===== src/rtl/fetch_sequencer.sv =====
// Program counter and fetch sequencer feeding the instruction decoder.
// Runs from Start to decoder Done, holds for stalls, redirects on taken branches.
module fetch_sequencer #(
  parameter int PC_W      = 10,
  parameter int STALL_CYC = 1,
  parameter int CNT_W     = 16
) (
  input  logic             Clk,
  input  logic             Reset_n,
  input  logic             Start,
  input  logic             Done_in,
  input  logic             Stall_in,
  input  logic             Jen,
  input  logic             Taken,
  input  logic [PC_W-1:0]  Target,
  output logic [PC_W-1:0]  PC,
  output logic             Active,
  output logic             Hold,
  output logic             Ack,
  output logic             Overrun,
  output logic [CNT_W-1:0] CycleCnt
);

  localparam int SC_W = (STALL_CYC > 1) ? $clog2(STALL_CYC) : 1;

  localparam logic [PC_W-1:0]  PC_MAX  = '1;
  localparam logic [CNT_W-1:0] CNT_MAX = '1;
  localparam logic [SC_W-1:0]  SC_LOAD = SC_W'(STALL_CYC - 1);

  typedef enum logic [1:0] {
    IDLE,
    RUN,
    STALL,
    HALT
  } state_t;

  state_t           state_q, state_d;
  logic [PC_W-1:0]  pc_q, pc_d;
  logic [CNT_W-1:0] cnt_q, cnt_d;
  logic [SC_W-1:0]  sc_q, sc_d;
  logic             ovr_q, ovr_d;

  always_comb begin
    state_d = state_q;
    pc_d    = pc_q;
    cnt_d   = cnt_q;
    sc_d    = sc_q;
    ovr_d   = ovr_q;

    if ((state_q == RUN || state_q == STALL) &&
        cnt_q != CNT_MAX) begin
      cnt_d = cnt_q + 1'b1;
    end

    unique case (state_q)
      IDLE: begin
        pc_d = '0;
        if (Start) begin
          state_d = RUN;
          cnt_d   = '0;
        end
      end
      RUN: begin
        if (Done_in) begin
          state_d = HALT;
        end else if (Stall_in) begin
          state_d = STALL;
          sc_d    = SC_LOAD;
        end else if (Jen && Taken) begin
          pc_d = Target;
        end else if (pc_q == PC_MAX) begin
          state_d = HALT;
          ovr_d   = 1'b1;
        end else begin
          pc_d = pc_q + 1'b1;
        end
      end
      STALL: begin
        if (sc_q != '0) begin
          sc_d = sc_q - 1'b1;
        end else if (pc_q == PC_MAX) begin
          state_d = HALT;
          ovr_d   = 1'b1;
        end else begin
          state_d = RUN;
          pc_d    = pc_q + 1'b1;
        end
      end
      HALT: begin
        if (Start) begin
          state_d = RUN;
          pc_d    = '0;
          cnt_d   = '0;
          ovr_d   = 1'b0;
        end
      end
      default: state_d = IDLE;
    endcase
  end

  always_ff @(posedge Clk) begin
    if (!Reset_n) begin
      state_q <= IDLE;
      pc_q    <= '0;
      cnt_q   <= '0;
      sc_q    <= '0;
      ovr_q   <= 1'b0;
    end else begin
      state_q <= state_d;
      pc_q    <= pc_d;
      cnt_q   <= cnt_d;
      sc_q    <= sc_d;
      ovr_q   <= ovr_d;
    end
  end

  assign PC       = pc_q;
  assign Active   = (state_q == RUN) || (state_q == STALL);
  assign Hold     = (state_q == STALL);
  assign Ack      = (state_q == HALT);
  assign Overrun  = ovr_q;
  assign CycleCnt = cnt_q;

endmodule


===== config.mk =====
export PLATFORM = sky130hd
export DESIGN_NAME = fetch_sequencer
export DESIGN_NICKNAME = d
export VERILOG_FILES = /design/src/rtl/fetch_sequencer.sv
export SDC_FILE = /design/constraint.sdc
export NUM_CORES = 1
export LEC_CHECK = 0
export ABC_CLOCK_PERIOD_IN_PS = 3420
export BUFFER_PORTS_ARGS = -buffer_cell sky130_fd_sc_hd__buf_2
export CAP_MARGIN = 20
export CORE_MARGIN = 3
export CORE_UTILIZATION = 40
export CTS_CLUSTER_DIAMETER = 120
export DETAILED_ROUTE_END_ITERATION = 10
export GPL_ROUTABILITY_DRIVEN = 1
export HOLD_SLACK_MARGIN = 0.1
export PLACE_DENSITY = 0.7
export SETUP_SLACK_MARGIN = 0.15
export SLEW_MARGIN = 15
export SYNTH_ARGS = -nofsm -noshare
export SYNTH_HDL_FRONTEND = slang
export SYNTH_SLANG_ARGS = --single-unit

===== constraint.sdc =====
create_clock -name Clk -period 3.42 [get_ports Clk]
set_input_delay 0.342 -clock Clk [delete_from_list [all_inputs] [get_ports Clk]]
set_output_delay 0.342 -clock Clk [all_outputs]
set_load 0.01 [all_outputs]

==> summary by stage, run 1 <==
Worst setup path
The beginning of the worst register-to-register path is state_q[0]. The slowest stage of the critical path is the ha_1 cell. The type of element launching the critical path is a flip-flop. The highest net fanout along the worst path is 11. The buffering stage count on the worst path with inverters included is 1.

The total stage count of the critical path is 6. The arrival time at the worst endpoint is 2290 ps. The critical path in this run is classified as flip-flop to flip-flop.

STA classifies the critical path endpoint as a flip-flop. For this run, the slowest stage of the critical path takes around 500 ps. The worst path required time is 3630 ps. The signal on the critical path passes through inv_1 -> ha_1 -> and4_4 -> nand3_2 -> or4_1 -> a21oi_1. The capturing point of the worst reg2reg path is CycleCnt[9].

The category of cells accounting for the largest share of critical-path delay is simple AND/OR/NAND/NOR gates. The worst reg2reg path depth is 6. The setup slack of the most critical reg-to-reg path is 1340 ps.

Yosys
When the netlist entered floorplanning its net count stood at 240. The most used standard cell by instance count after synthesis is dfxtp_1. For this run, asynchronously set or reset flops after synthesis account for 0. Ranked by total cell area, the synthesized netlist is headed by dfxtp_1 (31%), ha_1 (4.7%), a21oi_1 (3.8%).

The share of cell area taken by muxes after synthesis is 0.00610. Summing every instance area after synthesis gives 1850 um^2. The total number of yosys warnings is 0.

The average instance in the mapped netlist occupies between 8 and 9 um^2. The adder-cell share of the synthesized area is 0.0474. Sorting the synthesized cells by how often they occur yields dfxtp_1 (29), a21oi_1 (14), nand2_1 (13), nand3_1 (13), nor2_1 (13). The post-synthesis compound-gate area fraction was 0.278. The area share of the leading cell type in the synthesized netlist is 0.314. The synthesized design spends more area on one cell type than any other, namely dfxtp_1. Of the total synthesized cell area, the portion taken by AND, OR, NAND and NOR gates is 0.295. Among all flip-flop cells after synthesis, the most frequent one is dfxtp_1. The fraction of the yosys area taken by sequential cells is 0.314.

In the synthesized netlist, the number of instances is about 220. In this run, synthesis produced a sequential element count of 29. After synthesis, the largest family of logic cells by area is simple AND/OR/NAND/NOR gates. The synthesized netlist contains about 60 unique library cells.

The xor-xnor portion of the synthesized cell area is 0.0142. The synthesized design contains 0 enable-type register cells.

STA
For this run, the top clock speed supported by timing is 0.481 GHz. Clock skew on the completed layout was measured at approximately 7.5 ps. The share of the clock period used by the worst path after layout is 0.608. The actual slew at the worst max-slew pin is 663 ps.

The final critical-path required period is 2080 ps. Setup repair after global routing left no endpoint under its margin. Once routing completed, OpenROAD measured the worst setup slack at 1340 ps. Setup violations remaining at the end of the flow were counted as 0. The total count of hold-check failures in the final report is 0. The number of pins with negative max-slew slack in the final report came to 0. The post-route setup TNS is 0 ps. The worst pin sits at a relative slew slack of 0.555.

Floorplan
For this configuration, the core starts out at a cell density of 0.418. The die is 73.9 um wide. The floorplan core area is 4410 um^2. The floorplan step defined a die boundary enclosing 5470 um^2. The initialized floorplan defines 24 standard-cell rows. The boundary pin count is 47. The die is 73.9 um tall.

Clocking
After clock tree synthesis, the clock-pin slew on the worst setup and hold paths is roughly 70 ps. The clock tree from TritonCTS is yes. Post-CTS repair changed the size of 0 cells. The CTS sink count is 29. In this run the clock root is driven by a clkbuf_8. CTS built an H-tree with a depth of 2.

For the worst-skew pair, the clock arrives at the later sink with an insertion delay of 280 ps. The number of buffers inserted during clock tree synthesis is 5. The buffers inserted during post-CTS setup optimization is 0. In this run, post-CTS hold repair placed 0 buffers. The maximum buffer depth of the clock tree is 2.

Place
Before CTS, the worst setup slack after placement is between 1000 and 1500 ps. The HPWL after detailed placement is around 3500 um. The instance area after placement is 2090 um^2. In this run the tool buffered the top-level ports with 46 buffer cells.

The routability-driven placement congestion ratio is 0.799.

Detailed routing
Dividing the detail-routed wire length by the instance count gives about 15 um. The number of design-rule violations left by the first detailed-router iteration is 159. The detail route stage leaves a number of antenna-violating nets equal to 0. The post-detailed-route DRC marker count is 0. The via density per instance is 5.93. The pre-antenna-repair detailed-routing pass consisted of 4 iterations. The total vias in the final route is 1863. Wires add up to 4640 um.

Min path
The worst hold path belongs to the class primary input to flip-flop. Counting instances, the worst hold path has a depth of 3. The path with the worst hold slack has its endpoint at PC[1]. In this run the most critical hold path is launched from Target[1].

Final layout
The finished cells cover around 2200 um^2. The net count of the finished layout is around 290. The repair_antennas step left the layout with diodes totalling 0.

The post-synthesis to final-layout area growth is 18.1%. The fraction of the core area covered by cells at the end of the flow is 0.494. Of the cells placed in the final design, the portion with a size suffix greater than 1 is 0.260.

Power
The share of power burned in registers is 0.410. The largest vdd supply drop is 0.208 mV. The cell-internal power is 605 uW.

Power spread over the standard cell area amounts to 432 nW/um^2. The clock share of power is 0.294. Of the total power, the share spent switching nets is 0.357. The share of total power in combinational logic is 0.296. In this run the static leakage power is 0.886 nW. The net switching power figure is roughly 340 uW.

Global route
The number of global-route vias before repair was about 1600. The first-pass GRT wire length is 7560 um. For this run, the total global-route usage over all layers was measured as 0.176.

The initial antenna violation count is 0. The maximum number of pins on one net before global-route repair is 16. The aggregate global routing overflow is 0.

Run
Across the run, the number of max-cap violations was 0.

Outcome
The run finished with clean final reports.
-- power by group through the flow --
| stage | Combinational [mW] | Sequential (mW) | Clock, mW |
|---|---|---|---|
| 2_1_floorplan | 0.206 | 0.394 | 0 |
| 3_3_place_gp | 0.273 | 0.393 | 0 |
| 3_5_place_dp | 0.279 | 0.394 | 0 |
| 4_1_cts | 0.281 | 0.386 | 0.287 |
| 5_1_grt | 0.315 | 0.391 | 0.298 |
| 6_report | 0.279 | 0.386 | 0.277 |
-- worst min-delay path: cells and delay by family --
| kind | cells | cell delay, ps |
|---|---|---|
| buffers and inverters | 1 | 80 |
| AOI/OAI and AO/OA | 2 | 160 |
-- worst max-delay path by stage --
| stage | from | end | slack [ps] |
|---|---|---|---|
| 2_1_floorplan | state_q[0] | CycleCnt[15] | 1550 |
| 3_3_place_gp | state_q[0] | CycleCnt[9] | 1450 |
| 3_5_place_dp | state_q[0] | CycleCnt[9] | 1330 |
| 4_1_cts | state_q[0] | CycleCnt[9] | 1320 |
| 5_1_grt | state_q[1] | CycleCnt[14] | 1100 |
| 6_report | state_q[0] | CycleCnt[9] | 1340 |
-- cell families after synthesis --
kind of cell | Yosys count
and+or+nand+nor | 87
AOI/OAI and AO/OA | 72
DFF | 29
buffers and inverters | 17
adders and majority gates | 7
xor gates and xnor gates | 3
muxes | 1
-- metrics by stage --
stage / total power [mW] / cells / hold WS [ps]
6_report: 0.942 / 314 / 337
5_1_grt: 1.00 / 314 / 371
4_1_cts: 0.955 / 314 / 333
3_5_place_dp: 0.673 / 306 / 513
3_3_place_gp: 0.665 / 306 / 497
2_1_floorplan: 0.600 / 216 / 511
-- final cells by class --
class,instances,area (um^2)
clock buffers,5,68.8
clock inverters,3,17.5
fillers,440,2230
inverters,9,33.8
multi-input cells,170,1180
flip-flops and latches,29,581
well taps,52,65.1
repair buffers,46,230
-- layer usage --
layer | GRT usage | up-vias | routed length (um)
li1 | - | 937 | -
met1 | 0.248 | 876 | 2300
met2 | 0.263 | 45 | 2030
met3 | 0.0446 | 5 | 246
met4 | 0.0604 | 0 | 61
met5 | 0 | - | 0
-- registers in the layout (all words and copies together) (netlist names) --
name      flops
state_q       2
PC           10
Overrun       1
CycleCnt     16
-- placed cells by master (no fill, tap or decap), drive strengths merged, types with 4 or more instances in the layout --
cell / synthesis / final
a21oi: 14 / 14
or3: 6 / 6
o31ai: 6 / 6
or4: 4 / 4
inv: 8 / 8
nor3: 9 / 9
dfxtp: 29 / 29
nor2: 13 / 13
ha: 7 / 7
a31oi: 4 / 4
clkbuf: 3 / 5
buf: 5 / 46
nand3: 14 / 14
and4: 5 / 5
nand4: 9 / 9
nand2: 13 / 13
a22oi: 7 / 7
o21ai: 11 / 11
(Power assumes the default switching activity.)
==> inputs of run 2 (changes only) <==
- ABC_AREA: not set -> 1
- ABC_CLOCK_PERIOD_IN_PS: 3420 -> 1800
- PLACE_DENSITY: 0.7 -> 0.72
- clock period: 3.42 -> 1.8 ns (I/O delays scaled with it)
==> run 2 against run 1 <==
Compared with the run above:
- global-route usage increased by 0.33 points
- core utilization grew 5.2 points
- largest cell class unchanged
- non-clock buffer count increased by 16
- worst hold slack worse by 180 ps
- critical endpoint is now Active
==> summary by stage, run 2 <==
STA
The worst hold margin is 160 ps (-177 ps). The number of pins with negative max-slew slack in the final report came to 0 (unchanged). The worst clock skew is 9.02 ps (+1.52 ps). Of the available clock period, the critical path in the final layout requires 0.861. The post-route setup TNS is 0 ps (unchanged). The actual slew at the worst max-slew pin came to 301 ps (-362 ps). Setup repair after global routing could not meet its margin everywhere. The final critical-path required period is between 1500 and 2000 ps. The total count of hold-check failures in the final report is 0 (unchanged). The final setup violation count was 0 (unchanged). The worst-case headroom to the max-slew limit is 0.799 (+0.243).

For this run, the top clock speed supported by timing is 0.646 GHz.

Worst setup path
The arrival time at the worst endpoint came to 1370 ps (-920 ps). The largest stage delay on the critical path was 360 ps (-140 ps). The buffering stage count on the worst path with inverters included is 3 (+2). The library cell contributing the largest single delay on the critical path is dfxtp_2. The worst path required time is 1620 ps (-2010 ps). The worst setup path is captured at an output pin.

STA classifies the critical path startpoint as a flip-flop. The highest net fanout along the worst path is 6 (-5). The kind of critical path is flip-flop to output pin. The critical path goes through inv_1 -> ha_1 -> buf_4 -> buf_2. Among cell families on the critical path, the largest total delay comes from buffers and inverters.

Detailed routing
The count of TritonRoute iterations in the first routing pass is 4 (unchanged). The via density per instance is 5.02 (-15%). The number of routed nets with antenna violations was 0 (unchanged). The total vias in the final route is 2157 (+16%). The post-detailed-route DRC marker count was 0 (unchanged). The total wire length after detailed routing was 5310 um (+15%).

The number of design-rule violations left by the first detailed-router iteration is 123 (-23%). The average wire per standard cell was 12.4 um (-16%).

Run
The max capacitance violation total is 0 (unchanged).

Min path
The path class of the tightest hold or removal check is primary input to flip-flop.

Global route
The number of global-route vias before repair is 1919 (+17%). The overall routing resource usage came to 0.180 (+0.00331). The first-pass GRT wire length is 8570 um (+13%). The aggregate global routing overflow is 0 (unchanged). The initial antenna violation count is 0 (unchanged). The maximum number of pins on one net before global-route repair was 14 (-2).

Clocking
The clock tree from TritonCTS is yes. The clock transition time at the flip-flop clock pins of the worst setup and hold paths is 60 ps (about the same). The CTS sink count is 29 (unchanged). The number of buffers inserted during clock tree synthesis came to 5 (unchanged). The latest clock arrival within the worst-skew pair is 290 ps (about the same). The root buffer cell chosen for the clock tree is clkbuf_8. The number of buffers added to fix hold violations after cts is 0 (unchanged). The maximum buffer depth of the clock tree came to 2 (unchanged). The depth of the CTS H-tree was 2 (unchanged).

Floorplan
The area enclosed by the die boundary is 5770 um^2 (+5.5%). The number of rows in the core area came to 24 (unchanged). The effective utilization at floorplan is 0.432 (+0.0135).

The floorplan core area is 4530 um^2 (+2.7%). The horizontal extent of the die came to 76.0 um (+2.7%). The die span in y is 76.0 um (+2.7%). The boundary pin count is 47 (unchanged).

Final layout
From synthesis to final layout, the design area changed by 26.4%. The layout cell share with drive strength beyond 1 was 0.296 (+0.0363). The filler-free cell count of the finished design is 430 (+37%). The flip-flop count of the largest register, all copies and words added is 16 (unchanged). The final-stage net count is 390 (+37%). The number of antenna cells inserted was 0 (unchanged). The final instance area was 2470 um^2 (+13%). The top cell types in the final layout, fill and taps aside, are nand2_1 (99), buf_2 (47), inv_1 (33). The count of filler cells inserted in the layout was 443 (+0.68%). The most common cell after layout, fill and taps aside is nand2_1.

Power
The cell-internal power is 1.28 mW (+110%). The total design power is 2.13 mW (+130%). The fraction of power spent switching nets is 0.399 (+0.0417). The clock share of power is 0.234 (-0.060). The share of total power in combinational logic was 0.417 (+0.121). The ratio of total power to cell area is 860 nW/um^2 (+99%). The total leakage power was 1.10 nW (+24%). The net switching power figure is 849 uW (+150%). The share of power burned in registers was 0.349 (-0.061). The largest vdd supply drop came to 0.678 mV (+230%).

Yosys
The cell taking the most area after synthesis is dfxtp_1. The average instance area after synthesis is 6.46 um^2 (-24%). The number of synthesized register bits was 29 (unchanged). Sorting the synthesized cells by area gives the leading types as dfxtp_1 (30%), nand2_1 (19%), inv_1 (6.3%).

The fraction of the yosys area taken by sequential cells is 0.296 (-0.0179). The post-synthesis instance area was 1960 um^2 (+6.0%). The area share of the leading cell type in the synthesized netlist is 0.296 (-0.0179). By count the netlist is led by nand2_1 (99), inv_1 (33), dfxtp_1 (29).

The number of unique standard cell types used by synthesis came to 34 (-42%). By instance count, the leading cell after synthesis is nand2_1. The share of synthesized flip-flops with an asynchronous set or reset came to 0 (unchanged). The net count after synthesis is 327 (+36%). The synthesized netlist cell count is 303 (+40%). The number of synthesized flops with an enable pin came to 0 (unchanged). The total number of yosys warnings is 0 (unchanged). Among all flip-flop cells after synthesis, the most frequent one is dfxtp_1.

Place
The routability-driven placement congestion ratio came to 0.857 (+7.3%). The instance area after placement is 2310 um^2 (+11%). The HPWL after detailed placement is 3780 um (+9.4%). The post-placement cell count came to 420 (+37%). The number of I/O port buffers came to 46 (unchanged).

Outcome
The run finished with clean final reports.
run 2: cell types whose count changed in the layout (fill, tap and decap cells not counted), sizes merged, moves of 6 or more:
cell | previous run | this run
nand3 | 14 | 22
nor2 | 13 | 31
inv | 8 | 35
buf | 46 | 62
a21oi | 14 | 24
a22oi | 7 | 1
o31ai | 6 | 0
or3 | 6 | 0
nand2 | 13 | 109
run 2: worst paths after layout:
check	from	to	cells past startpoint	slack [ps]
worst max register to register	state_q[0]	CycleCnt[3]	8	250
worst max-delay path	state_q[0]	Active	4	250
worst min-delay path	Reset_n	state_q[1]	3	160
worst min register to register	CycleCnt[0]	CycleCnt[0]	2	490
run 2: power groups by stage:
stage	clock (mW)	combinational, mW	sequential [mW]
2_1_floorplan	0	0.555	0.762
3_3_place_gp	0	0.810	0.745
3_5_place_dp	0	0.816	0.752
4_1_cts	0.518	0.833	0.737
5_1_grt	0.544	0.979	0.751
6_report	0.499	0.887	0.742
run 2: cell type report:
cell class              count  area [um^2]  area share
clock buffers               5         68.8      0.0278
inverters                  35          131      0.0531
clock inverters             1         5.00     0.00202
multi-input cells         233         1240       0.503
flip-flops and latches     29          588       0.238
well taps                  65         81.3      0.0329
repair buffers             62          355       0.144
run 2: what timing repair did:
item                                    in CTS  in global routing
gates cloned                                 0                  2
pin swaps                                    0                  5
buffers inserted                             0                  2
gates resized for setup                      1                 18
endpoints found under the setup margin       4                 29
run 2: routing by layer:
metal  part of all wire  GRT usage
met1               0.44      0.217
met2               0.48      0.296
met3              0.062     0.0486
met4              0.019     0.0833
met5                  0          0
run 2: worst register-to-register path, stage by stage, from the launching register on:
cell and delay, ps:
dfxtp_2 360, inv_1 80, ha_1 310, inv_1 100
nor2_1 150, buf_6 170, nand2_1 70, o21ai_0 160
nor2_1 50
run 2: kinds of logic (layout without fill, tap and decap cells):
family,count (synthesis),in the layout,synth area share
flip-flops,29,29,0.296
XOR/XNOR,3,3,0.0134
buffers and inverters,42,103,0.0939
adder cells (fa/ha/maj),7,7,0.0447
AO/OA/AOI/OAI,46,46,0.140
AND/OR/NAND/NOR,176,177,0.412
run 2: stage by stage:
stage	util	setup WS, ps
global route	0.546	109
floorplan	-	212
finish	0.546	251
CTS	0.528	172
detailed placement	0.510	149
global placement	0.510	236
==> inputs of run 3 (changes only) <==
- PLACE_DENSITY: 0.72 -> not set
- PLACE_DENSITY_LB_ADDON: not set -> 0.2
==> run 3 against run 2 <==
Compared with the run above:
- clock power up 45%
- total power up 13%
- sequential power about the same
- global-route usage up 0.65 points
- first-iteration DRC count down 16%
- worst setup slack better by 23 ps
- clock skew up 2.0 ps
- maximum frequency up 1.5%
- register-to-register slack better by 30 ps
- clock-buffer cell count up 2
==> summary by stage, run 3 (same netlist as run 2, synthesis figures left out) <==
STA
The actual slew at the worst max-slew pin is 282 ps (-18.5 ps). The worst setup margin is 274 ps (+23.0 ps). The worst hold margin is 145 ps (-14.5 ps). The worst clock skew was 11.0 ps (+2.01 ps).

The final setup violation count came to 0 (unchanged). The maximum achievable frequency was 0.655 GHz (+1.5%). The post-route setup TNS came to 0 ps (unchanged). The worst-case headroom to the max-slew limit is 0.811 (+0.0124). The number of pins with negative max-slew slack in the final report is 0 (unchanged). The total count of hold-check failures in the final report came to 0 (unchanged). The share of the clock period used by the worst path after layout is 0.848 (-0.0128). Setup repair after global routing could not meet its margin everywhere. The final critical-path required period is 1530 ps (-23.0 ps).

Worst setup path
The most critical setup path has its startpoint at state_q[0]. The worst reg2reg path depth came to 9 (+1). The highest net fanout along the worst path was 7 (+1). The worst path required time is 1620 ps (about the same).

The kind of critical path is flip-flop to output pin. The arrival time at the worst endpoint was 1350 ps (-20 ps). The setup slack of the most critical reg-to-reg path came to 280 ps (+30 ps). STA classifies the critical path endpoint as an output pin. The capturing point of the worst reg2reg path is PC[8]. The type of element launching the critical path is a flip-flop. The beginning of the worst register-to-register path is state_q[1].

Detailed routing
The total vias in the final route is 2122 (-1.6%). The total wire length after detailed routing is 5230 um (-1.5%). The average wire per standard cell is 12.1 um (-1.7%). The number of design-rule violations left by the first detailed-router iteration is 103 (-16%). The count of TritonRoute iterations in the first routing pass was 4 (unchanged). The via density per instance is 4.92 (-1.9%). The post-detailed-route DRC marker count was 0 (unchanged).

The number of routed nets with antenna violations is 0 (unchanged).

Global route
The initial antenna violation count was 0 (unchanged). The first-pass GRT wire length was 8870 um (+3.5%). The overall routing resource usage is 0.186 (+0.00653). The aggregate global routing overflow is 0 (unchanged). The number of global-route vias before repair is 1939 (+1.0%). The maximum number of pins on one net before global-route repair is 14 (unchanged).

Min path
The worst hold path startpoint is Reset_n. The worst hold path belongs to the class primary input to flip-flop. The worst hold path depth is 3 (unchanged). The worst min-delay path endpoint is state_q[1].

Final layout
The top cell types in the final layout, fill and taps aside, are nand2_1 (99), buf_2 (46), inv_1 (33). The flip-flop count of the largest register, all copies and words added was 16 (unchanged). The final-stage net count was 389 (-0.26%). The number of antenna cells inserted is 0 (unchanged).

The layout cell share with drive strength beyond 1 is 0.287 (-0.00901). The post-synthesis to final-layout area growth is 28.1%. Leaving out fill and tap cells, the most frequent cell in the layout is nand2_1.

Clocking
The number of buffers added to fix hold violations after cts is 0 (unchanged). The cell sitting at the root of the clock tree is a clkbuf_8. The clock transition time at the flip-flop clock pins of the worst setup and hold paths came to 70 ps (about the same). The maximum buffer depth of the clock tree is 2 (unchanged). The number of buffers inserted during clock tree synthesis came to 5 (unchanged).

TritonCTS built the clock tree. The latest clock arrival within the worst-skew pair came to 290 ps (about the same). The CTS sink count was 29 (unchanged). The depth of the CTS H-tree is 2 (unchanged).

Outcome
The flow ran to the end, and the final reports show no timing, DRC or antenna violations.

Place
The routability-driven placement congestion ratio is 0.831 (-3.0%). The worst setup slack before clock tree synthesis is 114 ps (-34.8 ps). The HPWL after detailed placement came to 3730 um (-1.2%). The number of I/O port buffers is 46 (unchanged).

Floorplan
The die span in y came to 76.0 um (unchanged). The number of rows in the core area came to 24 (unchanged). The effective utilization at floorplan was 0.432 (unchanged). The floorplan core area is 4530 um^2 (unchanged). The horizontal extent of the die is 76.0 um (unchanged).

The area enclosed by the die boundary came to 5770 um^2 (unchanged). The boundary pin count is 47 (unchanged).

Run
The max capacitance violation total is 0 (unchanged).

Power
The net switching power figure was 886 uW (+4.4%). The share of power burned in registers is 0.308 (-0.041). The largest vdd supply drop is 0.720 mV (+6.1%). The cell-internal power came to 1.51 mW (+18%). The clock share of power was 0.302 (+0.068). The total leakage power was 1.12 nW (+1.7%). The fraction of power spent switching nets was 0.369 (-0.0298). The share of total power in combinational logic is 0.390 (-0.027).

The ratio of total power to cell area is 956 nW/um^2 (+11%).
run 3: cell count changes in the layout (fill, tap and decap cells not counted), sizes merged:
| cell | delta |
|---|---|
| bufinv | +1 |
| o21ai | +1 |
| buf | -2 |
| clkbuf | +2 |
| clkinv | -1 |
run 3: worst max-delay path by stage:
| stage | end | slack, ps |
|---|---|---|
| floorplan | CycleCnt[10] | 210 |
| global placement | CycleCnt[11] | 220 |
| detailed placement | CycleCnt[11] | 110 |
| CTS | CycleCnt[11] | 180 |
| global route | PC[8] | 80 |
| finish | Active | 270 |
run 3: area by class of cell:
type,count,area [um^2]
clock inverter,1,30.0
clock buffer,7,86.3
tap,65,81.3
fill,459,2030
sequential,29,586
inverter,35,131
multi-input combinational,234,1240
timing repair buffer,60,355
run 3: routing by layer:
| metal | part of all wire | wire, um | GRT usage | vias to the layer above |
|---|---|---|---|---|
| met5 | 0 | 0 | 0 | - |
| met4 | 0.012 | 63 | 0.0580 | 0 |
| met3 | 0.053 | 280 | 0.0581 | 6 |
| met2 | 0.47 | 2460 | 0.315 | 50 |
| met1 | 0.46 | 2430 | 0.226 | 963 |
| li1 | - | - | - | 1103 |
run 3: through the flow:
stage               cells  total power, mW  instance area [um^2]  utilization
detailed placement    421             1.62                  2330        0.515
global placement      421             1.62                  2330        0.515
floorplan             303             1.32                  1960            -
CTS                   429             2.36                  2460        0.542
finish                431             2.40                  2510        0.553
global route          431             2.56                  2510        0.553
run 3: timing repair:
action	CTS	global route
pin swaps	0	2
endpoints found under the setup margin	2	21
resized for setup	1	10
setup buffers	0	0
cloned	0	2
hold endpoints to repair	0	0
run 3: critical path: stages, from the launching register on:
cell and delay (ps):
dfxtp_2 350, inv_1 70, ha_1 310, buf_4 180, buf_2 140
run 3: power by group through the flow:
stage,clock [mW],combinational (mW),sequential [mW]
floorplan,0,0.555,0.762
global placement,0,0.873,0.744
detailed placement,0,0.869,0.747
CTS,0.738,0.887,0.733
global route,0.774,1.04,0.749
finish,0.724,0.935,0.740
